### src/rtl/calc_pkg.sv
// Shared constants for the push-pin calculator front end: button indices and data width.
package calc_pkg;

    localparam int BTN_PUSH = 3;
    localparam int BTN_POP  = 2;
    localparam int BTN_ADD  = 1;
    localparam int BTN_MULT = 0;

    localparam int NUM_BTNS = 4;
    localparam int DATA_W   = 8;

endpackage

### src/rtl/debounce_cell.sv
// One button: synchroniser, stability counter and debounced level with a one-cycle rise strobe.
// Rise is registered with the stable level; no backpressure (strobe is consumed by the parent).
module debounce_cell #(
    parameter int DEBOUNCE_CYCLES = 1_000_000,
    parameter int TURBO_CYCLES    = 1,
    parameter int SYNC_STAGES     = 2
) (
    input  logic clk,
    input  logic rst,
    input  logic turbo,
    input  logic raw,
    output logic level,
    output logic rise
);

    localparam int CNT_W = $clog2(DEBOUNCE_CYCLES + 1);

    logic [SYNC_STAGES-1:0] sync_q;
    logic [SYNC_STAGES-1:0] fill_q;
    logic [CNT_W-1:0]       cnt;
    logic                   stable;
    logic                   armed;
    logic                   s;
    logic                   s_ok;
    logic [31:0]            limit;
    logic [31:0]            cnt_next;

    assign s        = sync_q[SYNC_STAGES-1];
    assign s_ok     = fill_q[SYNC_STAGES-1];
    assign limit    = turbo ? 32'(TURBO_CYCLES) : 32'(DEBOUNCE_CYCLES);
    assign cnt_next = 32'(cnt) + 32'd1;
    assign level    = stable;

    // fill_q marks when the sync chain holds real samples; a button only becomes
    // armed once it has been seen released, so a press held through reset never fires.
    always_ff @(posedge clk or posedge rst) begin
        if (rst) begin
            sync_q <= '0;
            fill_q <= '0;
            cnt    <= '0;
            stable <= 1'b0;
            armed  <= 1'b0;
            rise   <= 1'b0;
        end else begin
            sync_q <= {sync_q[SYNC_STAGES-2:0], raw};
            fill_q <= {fill_q[SYNC_STAGES-2:0], 1'b1};
            rise   <= 1'b0;
            if (s_ok && !s) begin
                armed <= 1'b1;
            end
            if (s == stable) begin
                cnt <= '0;
            end else if (cnt_next >= limit) begin
                // >= rather than == so a limit lowered mid-count accepts immediately
                stable <= s;
                cnt    <= '0;
                rise   <= s & armed;
            end else begin
                cnt <= cnt + CNT_W'(1);
            end
        end
    end

endmodule

### src/rtl/button_conditioner.sv
// Conditions KEY/SW for the calculator CPU: debounced buttons become one-hot single-cycle commands.
// Pulse one cycle after the debounced rise; simultaneous presses queue as pending and issue by priority.
module button_conditioner
    import calc_pkg::*;
#(
    parameter int DEBOUNCE_CYCLES = 1_000_000,
    parameter int TURBO_CYCLES    = 1,
    parameter int SYNC_STAGES     = 2
) (
    input  logic                Clk,
    input  logic                Reset,
    input  logic                Turbo,
    input  logic [NUM_BTNS-1:0] PbRaw,
    input  logic [DATA_W-1:0]   DinRaw,
    output logic                Sample,
    output logic [2:0]          Btns,
    output logic [DATA_W-1:0]   Din,
    output logic [NUM_BTNS-1:0] Held
);

    logic [NUM_BTNS-1:0] level;
    logic [NUM_BTNS-1:0] rise;
    logic [NUM_BTNS-1:0] pending;
    logic [NUM_BTNS-1:0] req;
    logic [NUM_BTNS-1:0] grant;
    logic [DATA_W-1:0]   din_sync [SYNC_STAGES];

    for (genvar i = 0; i < NUM_BTNS; i++) begin : g_btn
        debounce_cell #(
            .DEBOUNCE_CYCLES(DEBOUNCE_CYCLES),
            .TURBO_CYCLES   (TURBO_CYCLES),
            .SYNC_STAGES    (SYNC_STAGES)
        ) u_cell (
            .clk  (Clk),
            .rst  (Reset),
            .turbo(Turbo),
            .raw  (PbRaw[i]),
            .level(level[i]),
            .rise (rise[i])
        );
    end

    assign Held = level;

    always_ff @(posedge Clk or posedge Reset) begin
        if (Reset) begin
            for (int k = 0; k < SYNC_STAGES; k++) begin
                din_sync[k] <= '0;
            end
        end else begin
            din_sync[0] <= DinRaw;
            for (int k = 1; k < SYNC_STAGES; k++) begin
                din_sync[k] <= din_sync[k-1];
            end
        end
    end

    // Fresh rise strobes join the pending set directly, so an uncontended press
    // issues on the cycle after it is debounced; a repeat rise merges into its bit.
    always_comb begin
        req   = pending | rise;
        grant = '0;
        if (req[BTN_PUSH]) begin
            grant[BTN_PUSH] = 1'b1;
        end else if (req[BTN_POP]) begin
            grant[BTN_POP] = 1'b1;
        end else if (req[BTN_ADD]) begin
            grant[BTN_ADD] = 1'b1;
        end else if (req[BTN_MULT]) begin
            grant[BTN_MULT] = 1'b1;
        end
    end

    always_ff @(posedge Clk or posedge Reset) begin
        if (Reset) begin
            pending <= '0;
            Sample  <= 1'b0;
            Btns    <= '0;
            Din     <= '0;
        end else begin
            pending <= req & ~grant;
            Sample  <= grant[BTN_PUSH];
            Btns    <= {grant[BTN_POP], grant[BTN_ADD], grant[BTN_MULT]};
            if (grant[BTN_PUSH]) begin
                Din <= din_sync[SYNC_STAGES-1];
            end
        end
    end

endmodule

### config.mk
export PLATFORM = sky130hd
export DESIGN_NAME = button_conditioner
export DESIGN_NICKNAME = d
export VERILOG_FILES = /design/src/rtl/calc_pkg.sv /design/src/rtl/debounce_cell.sv /design/src/rtl/button_conditioner.sv
export SDC_FILE = /design/constraint.sdc
export NUM_CORES = 1
export LEC_CHECK = 0
export CORE_MARGIN = 2
export CORE_UTILIZATION = 50
export DETAILED_ROUTE_END_ITERATION = 12
export PLACE_DENSITY = 0.68
export SETUP_SLACK_MARGIN = 0.1
export SLEW_MARGIN = 0
export SYNTH_ARGS = -nofsm -noshare
export SYNTH_HDL_FRONTEND = slang
export SYNTH_SLANG_ARGS = --single-unit
### constraint.sdc
create_clock -name Clk -period 14.2 [get_ports Clk]
set_clock_uncertainty 0.05 [all_clocks]
set_input_delay 2.84 -clock Clk [delete_from_list [all_inputs] [get_ports Clk]]
set_output_delay 2.84 -clock Clk [all_outputs]
set_load 0.01 [all_outputs]
==> impl_summary.log <==
INFO  metric total_leakage_power = 3.77 nW
INFO  metric grt_start_max_net_pins = 79
INFO  metric critPathLaunchType = input port
INFO  metric synthArstFlopShare = 100%
INFO  metric initial_core_util = between 50% and 60%
INFO  metric register_area = about 0.0033 mm2
INFO  metric crit_fanout = 32
INFO  metric grt_overflow = 0
INFO  metric final.fill_count = 1136
INFO  metric cellPowerDensity = 122 mW/mm2
INFO  metric xor_xnor_share_of_the_synthesized_area = 9.43%
INFO  metric placement.io_buffers = 30
INFO  metric totalNegativeSetupSlack = 0 ns
INFO  metric cts_hold_repair.buffers = 0
INFO  metric post_synth_inst_count = 687
INFO  metric final_min_period_over_clock_period = between 40% and 50%
INFO  metric synth_top_cell_by_area = dfrtp_1
INFO  metric core_area = about 0.014 mm2
INFO  metric synthAdderAreaFrac = 6.38%
INFO  metric place.gp.congestion = 0.886
INFO  metric cts-root-to-sink-buffers = 2
INFO  metric clk_pin_slew = 0.05 ns
INFO  metric detailedRoute.firstIterationViolations = 410
INFO  metric synth-compound-area-share = between 7 and 8%
INFO  metric insertion_delay = roughly 0.42 ns
INFO  metric wire_length_of_the_first_global_routing_pass = 23200 um
INFO  metric netlist_area = 0.00706 mm2
INFO  metric cts.repair_timing.setup_buffer_count = 0
INFO  metric htree_levels = 4
INFO  metric synth.distinct_cells = 73
INFO  metric worst_tran_pin_value = 0.975 ns
INFO  metric largest_family_of_logic_cells_by_synthesized_area = simple AND/OR/NAND/NOR gates
INFO  metric drt-total-wl = about 13000 um
INFO  metric count_of_antenna_violating_nets_left_after_detailed_routing = 0
INFO  metric synth-edff-count = 0
INFO  metric slew_violations = 0
INFO  metric cts_tree = yes
INFO  metric irDropWorstVdd = 77.6 uV
INFO  metric cap_viol_max_count = 0
INFO  metric post_cts_repair_resize_count = 0
INFO  metric floorplan.die_area = 0.0151 mm2
INFO  metric synth.top_cells.by_area = dfrtp_1 (47%), ha_1 (6.4%), xnor2_1 (6.1%), nor2_1 (5.1%), xor2_1 (3.4%)
INFO  metric setup_viol_count_final = 0
INFO  metric die_height = around 120 um
INFO  metric layout-drive-gt1-share = 9.03%
INFO  metric layout-area-overhead-vs-synth = 15.7%
INFO  metric syn_area_per_cell = a little over 10 um2
INFO  metric finalHoldViolCount = 0
INFO  metric holdWs = 0.297 ns
INFO  metric cp_data_required_time = 14.42 ns
INFO  metric run_status = completed
INFO  metric drt_pass1_iterations = 6
INFO  metric synth_top_area_share = 47.2%
INFO  metric antenna_found_initial = 0
INFO  metric clock_tree.root_cell = clkbuf_16
INFO  metric grt_pass1_vias = ~5.0k
INFO  metric route.vias.total = 5062
INFO  metric placement_rows = 43
INFO  metric design_power_total = 0.998 mW
INFO  metric yosys_warnings = 0
INFO  metric vias_per_cell = roughly 5.6
INFO  metric number_of_i_o_pins = 31
INFO  metric timing_worst_setup_path_type = in2reg
INFO  metric yosys.area_share.simple = 24.0%
INFO  metric grt_setup_unrepaired = false
INFO  metric max_freq = 175 MHz
INFO  metric tritoncts_num_sinks = 133
INFO  metric post-dp-hpwl = 9120 um
INFO  metric synth-seq-cells = 133
INFO  metric number_of_buffers_added_by_the_clock_tree_synthesis_step = 17
INFO  metric cp-end-kind = flip-flop
INFO  metric gr-usage-all-layers = 19.5%
INFO  metric antenna_cells = 0
INFO  metric synth.mux.area_fraction = roughly 2.0%
INFO  metric max-slew-margin-rel = 35.0%
INFO  metric chipWidth = 123 um
INFO  metric finalNetCount = 770
INFO  metric worst_path_arrival_time = 5.94 ns
INFO  metric postSynth.topFlopCell = dfrtp_1
INFO  metric wl_per_cell = roughly 15 um
INFO  metric postSynthNetCount = 738
INFO  metric finalWorstPathRequiredPeriod = 5.72 ns
INFO  metric holdCritPathClass = reg2reg
INFO  metric multiInputGateArea = 0.00350 mm2
INFO  metric synth_seq_area_share = 47.2%
INFO  metric post-route-drc-count = 0
==> layer usage <==
metal,up-vias,GRT usage [%],wire [um]
li1,2485,-,-
met1,2469,25.7,6250
met2,87,30.6,6500
met3,21,4.37,433
met4,0,8.84,248
met5,-,0,0
==> critical path, cell delays in order <==
cell	delay (ns)
clkdlybuf4s50_1	0.45
buf_4	0.38
ha_1	0.23
and4_1	0.24
nand2_1	0.10
or4b_2	0.61
o311a_1	0.14
o211ai_1	0.15
nand2b_1	0.65
nor2_1	0.12
==> final timing paths <==
kind,start,endpoint,slack [ns],cells after the start
max in group asynchronous,Reset,Din[0],9.95,3
hold reg to reg,g_btn[0].u_cell.sync_q[0],g_btn[0].u_cell.sync_q[1],0.30,0
min in group asynchronous,Reset,g_btn[3].u_cell.cnt[12],2.79,2
setup / recovery,Turbo,g_btn[0].u_cell.cnt[12],8.48,10
setup reg to reg,g_btn[0].u_cell.cnt[0],g_btn[0].u_cell.cnt[12],9.81,13
hold / removal,g_btn[0].u_cell.sync_q[0],g_btn[0].u_cell.sync_q[1],0.30,0
==> power breakdown <==
part | internal, mW | switching (mW) | leakage (nW)
sequential | 0.398 | 0.0216 | 1.75
combinational | 0.0365 | 0.0498 | 1.70
clock | 0.332 | 0.161 | 0.318
==> cell usage after synthesis, types with 3 or more instances <==
master / count
a311o_1: 3
and2b_1: 8
xor2_1: 27
or2_2: 4
nand3_1: 27
a21oi_1: 10
buf_4: 6
mux2_2: 11
and4_1: 8
and3_1: 20
a31oi_1: 3
nand4_1: 22
nand3b_1: 3
a21boi_0: 4
and3b_1: 5
dfrtp_1: 133
nor3_1: 17
nor4_1: 9
and2_1: 3
a21o_1: 9
inv_1: 31
o32ai_1: 3
clkbuf_1: 5
nand2b_1: 5
a211oi_1: 3
xnor2_1: 49
nor2b_1: 19
o21ai_0: 8
nor4b_1: 6
buf_2: 7
ha_1: 36
nand2_1: 37
nor2_1: 95
==> kinds of logic after synthesis <==
group | after synthesis
xor gates and xnor gates | 76
other | 1
buffers and inverters | 51
and+or+nand+nor | 307
muxes | 13
AOI/OAI and AO/OA | 70
adders and majority gates | 36
DFF | 133
==> state kept, by name (all words and copies together), names as in the netlist <==
register / flops
Sample: 1
Btns: 3
g_btn.u_cell.rise: 4
g_btn.u_cell.level: 4
g_btn.u_cell.armed: 4
din_sync: 16
Din: 8
g_btn.u_cell.fill_q: 2
g_btn.u_cell.sync_q: 8
pending: 3
g_btn.u_cell.cnt: 80
==> placed cells by master (no fill, tap or decap), types with 6 or more instances in the layout <==
cell type	n
clkdlybuf4s50_1	30
a21oi_1	10
clkbuf_16	17
and3_1	20
nand4_1	22
nand3_1	27
o21ai_0	8
a21o_1	9
and4_1	8
nor2b_1	19
dfrtp_1	133
nor4_1	9
nor2_1	95
xor2_1	27
nor3_1	17
mux2_2	11
bufinv_16	6
and2b_1	8
nand2_1	37
xnor2_1	49
inv_1	30
ha_1	36
nor4b_1	6
==> per-stage QoR <==
step                instance area, um2  cells  util [%]  setup slack [ns]
finish                            8160    911      59.0              8.48
global route                      8160    911      59.0              8.23
CTS                               8160    911      59.0              8.49
detailed placement                7490    880      54.2              8.05
global placement                  7490    880      54.2              8.13
floorplan                         7060    687         -              7.76
==> final cells by class <==
type / count / share of cell area (%)
clock buffers: 18 / 5.38
inverters: 31 / 1.49
well taps: 180 / 2.76
repair buffers: 33 / 3.95
multi-input cells: 503 / 42.8
flip-flops and latches: 133 / 40.8
clock inverters: 13 / 2.82
Power figures use the tool's default switching activity.
